==> src/rtl/mult_pkg.sv <==
// Shared state encoding, default operand width and Booth recoding constants
// for the radix-2 Booth multiplier.
package mult_pkg;

    localparam int MULT_WIDTH = 32;

    // Pairs of multiplier bits {P[1], P[0]} that call for an add or a subtract.
    localparam logic [1:0] BOOTH_ADD = 2'b01;
    localparam logic [1:0] BOOTH_SUB = 2'b10;

    typedef enum logic [1:0] {
        IDLE = 2'b00,
        RUN  = 2'b01,
        DONE = 2'b10
    } state_t;

endpackage

==> src/rtl/booth_step.sv <==
// One combinational radix-2 Booth iteration over the 2*WIDTH+3 bit product
// register: optional add/subtract into the upper field, then arithmetic shift right.
module booth_step
    import mult_pkg::*;
#(
    parameter int WIDTH = MULT_WIDTH
) (
    input  logic [2*WIDTH+2:0] p,
    input  logic [WIDTH:0]     a_ext,
    input  logic [WIDTH:0]     s_ext,
    output logic [2*WIDTH+2:0] p_next
);

    logic [WIDTH:0]     addend_s;
    logic [WIDTH:0]     upper_s;
    logic [2*WIDTH+2:0] sum_s;

    // Select the addend from the recoded bit pair, accumulate, then shift.
    always_comb begin
        addend_s = {(WIDTH+1){1'b0}};
        case (p[1:0])
            BOOTH_ADD: addend_s = a_ext;
            BOOTH_SUB: addend_s = s_ext;
            default:   addend_s = {(WIDTH+1){1'b0}};
        endcase
        upper_s = p[2*WIDTH+2:WIDTH+2] + addend_s;
        sum_s   = {upper_s, p[WIDTH+1:0]};
        p_next  = {sum_s[2*WIDTH+2], sum_s[2*WIDTH+2:1]};
    end

endmodule

==> src/rtl/mult_booth_param.sv <==
// Iterative radix-2 Booth multiplier (signed or unsigned), WIDTH+2 cycle latency.
// Optional macro MULT_EARLY_ZERO_EN: a zero operand skips the iterations.
module mult_booth_param
    import mult_pkg::*;
#(
    parameter int WIDTH = MULT_WIDTH,
    parameter int CNT_W = $clog2(WIDTH + 2)
) (
    input  logic             clk,
    input  logic             rst,
    input  logic [WIDTH-1:0] a,
    input  logic [WIDTH-1:0] b,
    input  logic             is_signed,
    input  logic             init,
    input  logic             stop,
    output logic             busy,
    output logic             done,
    output logic [WIDTH-1:0] hi,
    output logic [WIDTH-1:0] lo
);

    localparam int PW = 2 * WIDTH + 3;
    localparam logic [CNT_W-1:0] CNT_LOAD = CNT_W'(WIDTH + 1);
    localparam logic [CNT_W-1:0] CNT_ONE  = CNT_W'(1);

    state_t           state_r;
    logic [CNT_W-1:0] cnt_r;
    logic [WIDTH:0]   a_ext_r;
    logic [WIDTH:0]   s_ext_r;
    logic [PW-1:0]    p_r;
    logic [PW-1:0]    p_next_s;
    logic [WIDTH:0]   a_ext_s;
    logic [WIDTH:0]   b_ext_s;
    logic             init_ok_s;
    logic             zero_skip_s;

    booth_step #(.WIDTH(WIDTH)) u_step (
        .p      (p_r),
        .a_ext  (a_ext_r),
        .s_ext  (s_ext_r),
        .p_next (p_next_s)
    );

    // Operand extension by one bit keeps -A representable and the product exact.
    always_comb begin
        if (is_signed) begin
            a_ext_s = {a[WIDTH-1], a};
            b_ext_s = {b[WIDTH-1], b};
        end else begin
            a_ext_s = {1'b0, a};
            b_ext_s = {1'b0, b};
        end
        init_ok_s = init && !stop && (state_r != RUN);
`ifdef MULT_EARLY_ZERO_EN
        zero_skip_s = (a == {WIDTH{1'b0}}) || (b == {WIDTH{1'b0}});
`else
        zero_skip_s = 1'b0;
`endif
    end

    // Control FSM, Booth datapath registers and registered result outputs.
    always_ff @(posedge clk or negedge rst) begin
        if (!rst) begin
            state_r <= IDLE;
            cnt_r   <= {CNT_W{1'b0}};
            a_ext_r <= {(WIDTH+1){1'b0}};
            s_ext_r <= {(WIDTH+1){1'b0}};
            p_r     <= {PW{1'b0}};
            busy    <= 1'b0;
            done    <= 1'b0;
            hi      <= {WIDTH{1'b0}};
            lo      <= {WIDTH{1'b0}};
        end else if (stop) begin
            state_r <= IDLE;
            cnt_r   <= {CNT_W{1'b0}};
            a_ext_r <= {(WIDTH+1){1'b0}};
            s_ext_r <= {(WIDTH+1){1'b0}};
            p_r     <= {PW{1'b0}};
            busy    <= 1'b0;
            done    <= 1'b0;
            hi      <= {WIDTH{1'b0}};
            lo      <= {WIDTH{1'b0}};
        end else if (init_ok_s) begin
            // Accepting init in DONE still publishes the finishing result.
            if (state_r == DONE) begin
                hi   <= p_r[2*WIDTH:WIDTH+1];
                lo   <= p_r[WIDTH:1];
                done <= 1'b1;
            end else begin
                done <= 1'b0;
            end
            busy    <= 1'b1;
            a_ext_r <= a_ext_s;
            s_ext_r <= (~a_ext_s) + {{WIDTH{1'b0}}, 1'b1};
            if (zero_skip_s) begin
                state_r <= DONE;
                cnt_r   <= {CNT_W{1'b0}};
                p_r     <= {PW{1'b0}};
            end else begin
                state_r <= RUN;
                cnt_r   <= CNT_LOAD;
                p_r     <= {{(WIDTH+1){1'b0}}, b_ext_s, 1'b0};
            end
        end else begin
            done <= 1'b0;
            case (state_r)
                IDLE: begin
                    state_r <= IDLE;
                end
                RUN: begin
                    p_r   <= p_next_s;
                    cnt_r <= cnt_r - CNT_ONE;
                    if (cnt_r == CNT_ONE) begin
                        state_r <= DONE;
                    end else begin
                        state_r <= RUN;
                    end
                end
                DONE: begin
                    hi      <= p_r[2*WIDTH:WIDTH+1];
                    lo      <= p_r[WIDTH:1];
                    done    <= 1'b1;
                    busy    <= 1'b0;
                    state_r <= IDLE;
                end
                default: begin
                    state_r <= IDLE;
                    busy    <= 1'b0;
                end
            endcase
        end
    end

endmodule

==> config.mk <==
export PLATFORM = sky130hd
export DESIGN_NAME = mult_booth_param
export DESIGN_NICKNAME = d
export VERILOG_FILES = /design/src/rtl/mult_pkg.sv /design/src/rtl/booth_step.sv /design/src/rtl/mult_booth_param.sv
export SDC_FILE = /design/constraint.sdc
export NUM_CORES = 1
export LEC_CHECK = 0
export CORE_MARGIN = 2
export CORE_UTILIZATION = 35
export CTS_CLUSTER_SIZE = 30
export DETAILED_ROUTE_END_ITERATION = 8
export GPL_TIMING_DRIVEN = 0
export SLEW_MARGIN = 10
export SYNTH_ARGS = -nofsm -noshare
export SYNTH_HDL_FRONTEND = slang
export SYNTH_SLANG_ARGS = --single-unit
==> constraint.sdc <==
create_clock -name clk -period 6.95 [get_ports clk]
set_input_delay 1.0425 -clock clk [delete_from_list [all_inputs] [get_ports clk]]
set_output_delay 1.0425 -clock clk [all_outputs]
set_load 0.03 [all_outputs]
==> reports/results.ini, run 1 <==
[cells_and_area]
final_cells = 1709
seqCellArea_um2 = 5130
area.growth.synth_to_final_pct = 24.31
layout-drive-gt1-share_pct = 4.421
fin_nets = 1401
multi_input_area_um2 = 5505
final_area_um2 = 13650
num-fill-cells = 2972
utilization_pct = 44.41

[logic_synthesis]
yosys.area_share.simple_pct = 17.04
synth-compound-area-share_pct = 21.30
yosys-top-cells-area = dfrtp_1, a22o_1, o21ai_0, ha_1, nor2_1
seq_area_frac_synth_pct = 46.70
synth_top_family_by_area = compound AO/OA/AOI/OAI gates
synth_common_cells = dfrtp_1, nor2_1, nand2_1, o21ai_0, clkbuf_1
synthesis.nets = 1239
synth_edf_count = 0
yosys_warnings = 0
synth_area_leader_cell = dfrtp_1
synth-seq-cells = 205
synth_cell_types = 65
synthXorXnorAreaFrac_pct = 3.907
syn_area_per_cell_um2 = 9.703
synthMuxAreaShare_pct = 3.474
synthFlopType = dfrtp_1
post-synth-top-count-cell = dfrtp_1
synthAdderAreaFrac_pct = 4.397
async_flop_share_pct = 100.0
synth_top_area_share_pct = 46.70
synth_cells = 1132
synth_area_um2 = 10980

[setup_path]
end_kind = flop
critPathRequiredTime_ns = 7.36
critPathKind = reg -> reg
cp_max_fo = 10
crit_arrival_ns = 4.74
setup.worst_path.start_class = flop

[cts]
tritoncts = built
numClockSinks = 205
cts_buffers = 25
cts-root-buf = clkbuf_16
post_cts_resized = 0
clock_path_buffers = 3
path_clk_slew_ns = 0.06
clock_latency_ns = 0.53
post_cts_buffers = 0
h-tree-depth = 1
hold_buffers = 0

[grt]
first_global_vias = 9324
antenna_found_initial = 2
grt_use_total_pct = 19.47
grt-ovfl-total = 0
grt_pass1_wl_um = 51490
grt_start_max_net_pins = 107

[detailed_routing]
drt_iter0_markers = 580
drt.antenna.violating_nets = 0
drtPass1Iterations = 6
via_per_inst = 5.393
vias = 9217
drc_errors = 0
wl_per_cell_um = 18.60
wl_um = 31790

[sta]
fin_crit_ns = 4.327
timing.final.hold_violations = 0
fin_worst_skew_ns = 0.01386
max-slew-margin-rel_pct = 15.44
rsz0062_at_grt = no
drv_slew = 0
clock.fmax_mhz = 231.1
setup_ws_ns = 2.623
finalCritPeriodShare_pct = 62.26
final-setup-viol-count = 0
tightest_slew_ns = 1.268

[pwr]
ir_drop_mv = 0.1514
pwr_density_cell_nw_per_um2 = 210.0
p_leak_nw = 5.870

[placed_design]
hpwl_um = 22940
port-buffer-count = 134
dpl_cell_area_um2 = 12850
post-place-ws_ns = 2.634
gp_congestion = 0.8637
place_inst = 1663

[flow_run]
cap_viol_max_count = 0

[die]
die-area_um2 = 32820
initial_core_util_pct = 35.72
die_h_um = 181.2
die_w_um = 181.2
core_um2 = 30750
placementRows = 64
ios = 135

[worst_hold_path]
hp-class = reg -> reg

[outcome]
status = complete, no violations

-- worst paths after layout --
path	startpoint	end	slack (ns)	depth (start not counted)
setup / recovery	p_r[1]$_DFFE_PN0P_	p_r[63]$_DFFE_PN0P_	2.62	14
hold / removal	busy$_DFFE_PN0P_	busy$_DFFE_PN0P_	0.48	2
setup reg to reg	p_r[1]$_DFFE_PN0P_	p_r[63]$_DFFE_PN0P_	2.62	14
hold reg to reg	busy$_DFFE_PN0P_	busy$_DFFE_PN0P_	0.48	2
max in group asynchronous	rst	p_r[0]$_DFFE_PN0P_	5.42	2
min in group asynchronous	rst	lo[27]$_DFFE_PN0P_	0.53	1
-- final cells by class --
type	count	share of cell area, %
Antenna cell	1	0.01833
Buffer	75	2.062
Clock buffer	34	5.196
Clock inverter	11	0.6506
Inverter	18	0.4948
Multi-Input combinational cell	834	40.32
Sequential cell	205	37.57
Tap cell	396	3.629
Timing Repair Buffer	135	10.06
-- worst max-delay path, stage by stage, from the launching register on --
cell and delay, ns:
dfrtp_1 0.43, inv_1 0.09, ha_1 0.14, clkbuf_1 0.27, clkbuf_1 0.49, a22oi_1 0.17
nor2_1 0.13, ha_1 0.28, nand2b_1 0.16, a21oi_1 0.15, o41ai_1 0.83, a21oi_1 0.24
o21bai_1 0.34, a211oi_1 0.13, a2111o_1 0.36
-- per-layer routing --
layer	part of all wire (%)	vias to the layer above	routed length, µm	track usage (%)
li1	-	4440	-	-
met1	46	4502	14540	26.51
met2	46	223	14660	31.28
met3	6.2	48	1983	4.777
met4	1.8	4	583	4.520
met5	0.085	-	27	0
-- state kept, by name (all words and copies together), names as in the netlist --
signal	count
s_ext_r	32
state_r	2
a_ext_r	33
busy	1
cnt_r	6
hi	32
p_r	66
done	1
lo	32
-- power by group --
group	leakage (nW)	switching [mW]	total (mW)	internal [mW]
sequential	2.79	0.0386	1.29	1.25
clock	0.395	0.526	1.28	0.750
combinational	2.69	0.190	0.306	0.116
total	5.87	0.755	2.87	2.11
-- layout by cell type, fill, tap and decap left out, types with 5 or more instances in the layout --
| cell type | synthesis | routed |
|---|---|---|
| a211oi_1 | 39 | 39 |
| clkinv_2 | 0 | 7 |
| dfrtp_1 | 205 | 205 |
| clkbuf_1 | 71 | 75 |
| nand4_1 | 6 | 6 |
| nor2_1 | 108 | 108 |
| a22oi_1 | 32 | 32 |
| nand2_1 | 96 | 96 |
| nand3b_1 | 32 | 32 |
| a22o_1 | 66 | 66 |
| a21o_1 | 16 | 16 |
| a21oi_1 | 41 | 41 |
| nor4_1 | 5 | 5 |
| nor3_1 | 19 | 19 |
| inv_1 | 18 | 18 |
| clkbuf_16 | 0 | 25 |
| mux2i_1 | 37 | 37 |
| nor3b_1 | 7 | 7 |
| nand2b_1 | 40 | 40 |
| ha_1 | 37 | 37 |
| o21ai_0 | 96 | 96 |
| o21a_1 | 5 | 5 |
| or3_1 | 5 | 5 |
| o21bai_1 | 6 | 6 |
| xnor2_1 | 24 | 24 |
| clkdlybuf4s50_1 | 0 | 133 |
| xor2_1 | 25 | 25 |
| nand3_1 | 19 | 19 |
| clkbuf_8 | 0 | 5 |
| o211ai_1 | 8 | 8 |
-- metrics by stage --
step | hold WS, ns | power, mW | setup TNS [ns]
final | 0.4759 | 2.868 | 0
after global routing | 0.5160 | 2.984 | 0
after CTS | 0.4835 | 2.895 | 0
after detailed placement | 0.4688 | 1.617 | 0
after global placement | 0.4643 | 1.612 | -893.62
after floorplan | 0.4565 | 1.461 | 0
-- cells by family after synthesis --
family          after synthesis
fa+ha+maj                    38
buf+inv                      93
compound gates              343
simple gates                366
mux                          38
xor+xnor                     49
flops                       205
Power figures use the tool's default switching activity.
==> run 2, diff against run 1 <==
clock period = 4.3 ns   (was 6.95 ns; I/O delays follow)
==> run 2 against run 1 <==
Effect of this change: utilization hardly changed; first-iteration DRC count rose by 4.5%; routed wire length hardly changed; total power increased by 62%; final area about the same; critical endpoint is now p_r[64]$_DFFE_PN0P_.
==> reports/results.ini, run 2 (synthesis results as in run 1) <==
[pwr]
finalPower_mw = 4.636  ; was 2.868 mW
ir_drop_mv = 0.2442  ; was 0.1514 mV
p_leak_nw = 5.890  ; was 5.870 nW
pwr_density_cell_nw_per_um2 = 339.3  ; was 210.0 nW/µm²

[sta]
rsz0062_at_grt = no  ; unchanged
drv_slew = 0  ; unchanged
max-slew-margin-rel_pct = 15.30  ; was 15.44%
tightest_slew_ns = 1.270  ; was 1.268 ns
clock.fmax_mhz = 254.0  ; was 231.1 MHz
final-setup-viol-count = 0  ; unchanged
fin_crit_ns = 3.937  ; was 4.327 ns
holdWs_ns = 0.1327  ; was 0.4759 ns
finalCritPeriodShare_pct = 91.57  ; was 62.26%
fin_worst_skew_ns = 0.01557  ; was 0.01386 ns
timing.final.hold_violations = 0  ; unchanged

[grt]
grt_use_total_pct = 19.49  ; was 19.47%
grt-ovfl-total = 0  ; unchanged
antenna_found_initial = 2  ; unchanged
grt_pass1_wl_um = 51540  ; was 51490 µm
first_global_vias = 9327  ; was 9324
grt_start_max_net_pins = 107  ; unchanged

[cts]
post_cts_buffers = 0  ; unchanged
clock_path_buffers = 3  ; unchanged
cts-root-buf = clkbuf_16  ; unchanged
h-tree-depth = 1  ; unchanged
numClockSinks = 205  ; unchanged
tritoncts = built  ; unchanged
path_clk_slew_ns = 0.06  ; about the same
cts_buffers = 25  ; unchanged
clock_latency_ns = 0.53  ; about the same

[cells_and_area]
num-fill-cells = 2971  ; was 2972
layout-drive-gt1-share_pct = 4.726  ; was 4.421%
top_regs = p_r: 66 flops, a_ext_r: 33 flops  ; unchanged
layout_commonest_cell = dfrtp_1  ; unchanged
largest_reg_flops = 66  ; unchanged
area.growth.synth_to_final_pct = 24.41  ; was 24.31%
layout_common_cells = dfrtp_1, clkdlybuf4s50_1, nor2_1  ; unchanged
top_register = p_r  ; unchanged
fin_nets = 1401  ; unchanged

[die]
initial_core_util_pct = 35.72  ; unchanged
die_w_um = 181.2  ; unchanged
placementRows = 64  ; unchanged
die_h_um = 181.2  ; unchanged
core_um2 = 30750  ; unchanged
die-area_um2 = 32820  ; unchanged
ios = 135  ; unchanged

[detailed_routing]
via_per_inst = 5.391  ; was 5.393
drt_iter0_markers = 606  ; was 580
drtPass1Iterations = 7  ; was 6
drt.antenna.violating_nets = 0  ; unchanged
drc_errors = 0  ; unchanged
wl_per_cell_um = 18.61  ; was 18.60 µm
wl_um = 31800  ; was 31790 µm
vias = 9213  ; was 9217

[setup_path]
rr_startpoint = p_r[1]$_DFFE_PN0P_  ; unchanged
critPathRequiredTime_ns = 4.76  ; was 7.36 ns
r2r_slack_ns = 0.36  ; was 2.62 ns
worstRegToRegCells = 14  ; unchanged
setup.worst_path.start_class = flop  ; unchanged
end_kind = flop  ; unchanged
crit_arrival_ns = 4.40  ; was 4.74 ns
critPathKind = reg -> reg  ; unchanged
crit_start = p_r[1]$_DFFE_PN0P_  ; unchanged
reg2reg_to = p_r[64]$_DFFE_PN0P_  ; was p_r[63]$_DFFE_PN0P_
cp_max_fo = 10  ; unchanged
endpoint = p_r[64]$_DFFE_PN0P_  ; was p_r[63]$_DFFE_PN0P_

[flow_run]
cap_viol_max_count = 0  ; unchanged

[placed_design]
gp_congestion = 0.8637  ; unchanged
port-buffer-count = 134  ; unchanged
hpwl_um = 22940  ; unchanged

[outcome]
status = complete, no violations  ; unchanged

[worst_hold_path]
hp-class = in -> async  ; was reg -> reg

## run 2: layout make-up
type	count	area [µm²]	area share (%)
Timing Repair Buffer	135	1374	10.05
Inverter	18	67.56	0.4944
Clock inverter	11	88.84	0.6501
Clock buffer	34	709.4	5.191
Tap cell	396	495.5	3.626
Antenna cell	1	2.502	0.01831
Buffer	75	285.3	2.088
Multi-Input combinational cell	834	5513	40.34
Sequential cell	205	5130	37.54
## run 2: repair_timing
action / 4_1_cts / 5_1_grt
gates resized for setup: 1 / 6
hold buffers: 0 / 0
gates cloned: 0 / 0
setup endpoints to repair: 1 / 1
## run 2: through the flow
step | utilization [%] | std cells | instance area [µm²] | TNS (ns) | setup slack [ns]
after floorplan | - | 1132 | 10980 | 0 | 1.104
after global routing | 44.43 | 1708 | 13660 | 0 | 0.09853
after global placement | 41.70 | 1662 | 12820 | -1355.38 | -6.631
final | 44.44 | 1709 | 13670 | 0 | 0.3626
after detailed placement | 41.80 | 1663 | 12850 | -0.01614 | -0.01614
after CTS | 44.42 | 1708 | 13660 | 0 | 0.2176
## run 2: power by group
group / total (mW) / switching, mW / internal [mW]
Clock: 2.06 / 0.850 / 1.21
Combinational: 0.496 / 0.308 / 0.188
Sequential: 2.08 / 0.0618 / 2.02
## run 2: how the worst min path moves through the flow
stage | end | slack [ns] | from | depth (start not counted)
5_1_grt | p_r[30]$_DFFE_PN0P_ | 0.20 | rst | 1
2_1_floorplan | a_ext_r[0]$_DFFE_PN0P_ | 0.35 | rst | 0
6_report | lo[27]$_DFFE_PN0P_ | 0.13 | rst | 1
3_3_place_gp | busy$_DFFE_PN0P_ | 0.46 | busy$_DFFE_PN0P_ | 2
4_1_cts | lo[27]$_DFFE_PN0P_ | 0.19 | rst | 1
3_5_place_dp | busy$_DFFE_PN0P_ | 0.47 | busy$_DFFE_PN0P_ | 2
## run 2: worst max-delay path, cell delays in order, from the launching register on
cell and delay, ns:
dfrtp_1 0.43, inv_1 0.09, ha_1 0.14, clkbuf_1 0.28, clkbuf_2 0.33, a22oi_1 0.11, nor2_1 0.12, ha_1 0.30
a21oi_1 0.28, o211ai_1 0.28, nand4b_1 0.25, nand3_1 0.24, a2bb2oi_1 0.53, mux2_2 0.39, nand3_1 0.08
## run 2: per-layer routing
metal  global-route usage [%]  vias to the layer above  wire, µm
li1                         -                     4443         -
met1                    26.53                     4469     14320
met2                    31.33                      248     14710
met3                    4.777                       49      2147
met4                    4.520                        4       594
met5                        0                        -        27
==> run 3, diff against run 2 <==
CORE_UTILIZATION = 50   (was 35)
PLACE_DENSITY = 0.73   (was not set)
==> run 3 against run 2 <==
Effect of this change: final area decreased by 1.6%; sequential power about the same; fmax decreased by 2.2%; flip-flop and latch count unchanged; clock power decreased by 9%; clock skew decreased by 0.0062 ns; via count increased by 1.7%; first-iteration DRC count increased by 26%; die area decreased by 29%; critical path depth unchanged; setup slack got worse by 0.087 ns; worst hold slack got worse by 0.11 ns; critical path type unchanged; largest cell class unchanged; highest routed layer is now met4.
==> reports/results.ini, run 3 (synthesis results as in run 1) <==
[setup_path]
end_kind = flop  ; unchanged
rr_startpoint = p_r[1]$_DFFE_PN0P_  ; unchanged
endpoint = p_r[64]$_DFFE_PN0P_  ; unchanged
crit_arrival_ns = 4.47  ; was 4.40 ns
reg2reg_to = p_r[64]$_DFFE_PN0P_  ; unchanged
crit_start = p_r[1]$_DFFE_PN0P_  ; unchanged
r2r_slack_ns = 0.28  ; was 0.36 ns
critPathKind = reg -> reg  ; unchanged
cp_max_fo = 10  ; unchanged
critPathRequiredTime_ns = 4.74  ; was 4.76 ns
setup.worst_path.start_class = flop  ; unchanged
worstRegToRegCells = 14  ; unchanged

[placed_design]
port-buffer-count = 134  ; unchanged
gp_congestion = 0.8910  ; was 0.8637
dpl_cell_area_um2 = 12740  ; was 12850 µm²
post-place-ws_ns = 0.1023  ; was -0.01614 ns
hpwl_um = 21590  ; was 22940 µm

[detailed_routing]
drc_errors = 0  ; unchanged
via_per_inst = 5.900  ; was 5.391
wl_per_cell_um = 18.94  ; was 18.61 µm
vias = 9369  ; was 9213
drtPass1Iterations = 5  ; was 7
drt.antenna.violating_nets = 0  ; unchanged
drt_iter0_markers = 761  ; was 606
wl_um = 30070  ; was 31800 µm

[cells_and_area]
largest_reg_flops = 66  ; unchanged
area.growth.synth_to_final_pct = 22.45  ; was 24.41%
top_register = p_r  ; unchanged
final_area_um2 = 13450  ; was 13670 µm²
top_regs = p_r: 66 flops, a_ext_r: 33 flops  ; unchanged
layout_common_cells = dfrtp_1, clkdlybuf4s50_1, nor2_1  ; unchanged
num-fill-cells = 1862  ; was 2971
layout_commonest_cell = dfrtp_1  ; unchanged
utilization_pct = 62.02  ; was 44.44%
layout-drive-gt1-share_pct = 4.052  ; was 4.726%
fin_nets = 1400  ; was 1401
antenna_cells = 0  ; was 1

[cts]
cts_buffers = 23  ; was 25
numClockSinks = 205  ; unchanged
tritoncts = built  ; unchanged
clock_path_buffers = 3  ; unchanged
clock_latency_ns = 0.51  ; was 0.53 ns
hold_buffers = 0  ; unchanged
h-tree-depth = 1  ; unchanged
post_cts_buffers = 0  ; unchanged
cts-root-buf = clkbuf_16  ; unchanged
path_clk_slew_ns = 0.06  ; about the same

[grt]
antenna_found_initial = 0  ; was 2
first_global_vias = 9292  ; was 9327
grt-ovfl-total = 0  ; unchanged
grt_start_max_net_pins = 85  ; was 107
grt_pass1_wl_um = 48980  ; was 51540 µm
grt_use_total_pct = 25.83  ; was 19.49%

[sta]
tightest_slew_ns = 0.8691  ; was 1.270 ns
timing.final.hold_violations = 0  ; unchanged
max-slew-margin-rel_pct = 42.06  ; was 15.30%
setup_ws_ns = 0.2753  ; was 0.3626 ns
final-setup-viol-count = 0  ; unchanged
rsz0062_at_grt = no  ; unchanged
fin_worst_skew_ns = 0.009354  ; was 0.01557 ns
clock.fmax_mhz = 248.5  ; was 254.0 MHz
finalCritPeriodShare_pct = 93.60  ; was 91.57%
finalSetupTns_ns = 0  ; unchanged
drv_slew = 0  ; unchanged
fin_crit_ns = 4.025  ; was 3.937 ns

[flow_run]
cap_viol_max_count = 0  ; unchanged

[die]
initial_core_util_pct = 50.65  ; was 35.72%
core_um2 = 21690  ; was 30750 µm²
ios = 135  ; unchanged
die_h_um = 152.2  ; was 181.2 µm
die-area_um2 = 23170  ; was 32820 µm²
die_w_um = 152.2  ; was 181.2 µm
placementRows = 54  ; was 64

[pwr]
finalPower_mw = 4.451  ; was 4.636 mW
pwr_density_cell_nw_per_um2 = 330.9  ; was 339.3 nW/µm²
ir_drop_mv = 0.2534  ; was 0.2442 mV
p_leak_nw = 5.849  ; was 5.890 nW

[outcome]
status = complete, no violations  ; unchanged

[worst_hold_path]
hp-class = in -> async  ; unchanged

## run 3: worst min path at each step
stage / startpoint / to / slack [ns] / depth (start not counted)
global placement: busy$_DFFE_PN0P_ / busy$_DFFE_PN0P_ / 0.47 / 2
detailed placement: busy$_DFFE_PN0P_ / busy$_DFFE_PN0P_ / 0.47 / 2
CTS: rst / p_r[40]$_DFFE_PN0P_ / 0.03 / 1
global route: rst / p_r[39]$_DFFE_PN0P_ / 0.04 / 1
floorplan: rst / a_ext_r[0]$_DFFE_PN0P_ / 0.35 / 0
finish: rst / hi[7]$_DFFE_PN0P_ / 0.02 / 1
## run 3: worst max-delay path, cell delays in order, from the launching register on
cell       delay [ns]
dfrtp_1          0.43
inv_1            0.09
ha_1             0.13
clkbuf_1         0.29
clkbuf_1         0.47
a22oi_1          0.17
nor2_1           0.13
ha_1             0.30
a21oi_1          0.24
o211ai_1         0.22
nand4b_1         0.22
nand3_1          0.23
a2bb2oi_1        0.53
mux2_2           0.40
nand3_1          0.09
## run 3: layer usage
layer | track usage, % | up-vias | wire length, µm
met5 | 0 | - | 0
met4 | 6.898 | 0 | 752
met3 | 5.119 | 59 | 1957
met2 | 41.85 | 297 | 13880
met1 | 35.81 | 4575 | 13490
li1 | - | 4438 | -
## run 3: cell type report
| cell class | count | area [µm²] | area share, % |
|---|---|---|---|
| inverter | 18 | 67.56 | 0.5023 |
| clock inverter | 7 | 60.06 | 0.4465 |
| buffer | 75 | 281.5 | 2.093 |
| tap | 280 | 350.3 | 2.605 |
| timing repair buffer | 136 | 1401 | 10.42 |
| sequential | 205 | 5130 | 38.14 |
| clock buffer | 33 | 643.1 | 4.781 |
| multi-input combinational | 834 | 5517 | 41.01 |
## run 3: where the power goes
part           switching, mW  internal, mW
Sequential            0.0639          2.02
Clock                  0.779          1.09
Combinational          0.308         0.190
Total                   1.15          3.30
## run 3: per-stage QoR
step           instances  hold WS (ns)
5_1_grt             1588       0.04348
2_1_floorplan       1132        0.3494
4_1_cts             1588       0.03224
3_5_place_dp        1548        0.4667
3_3_place_gp        1546        0.4685
6_report            1588       0.02195
## run 3: repair_timing
| item | CTS | global route |
|---|---|---|
| endpoints found under the hold margin | 0 | 0 |
| resized for setup | 0 | 1 |
| setup endpoints to repair | 0 | 9 |
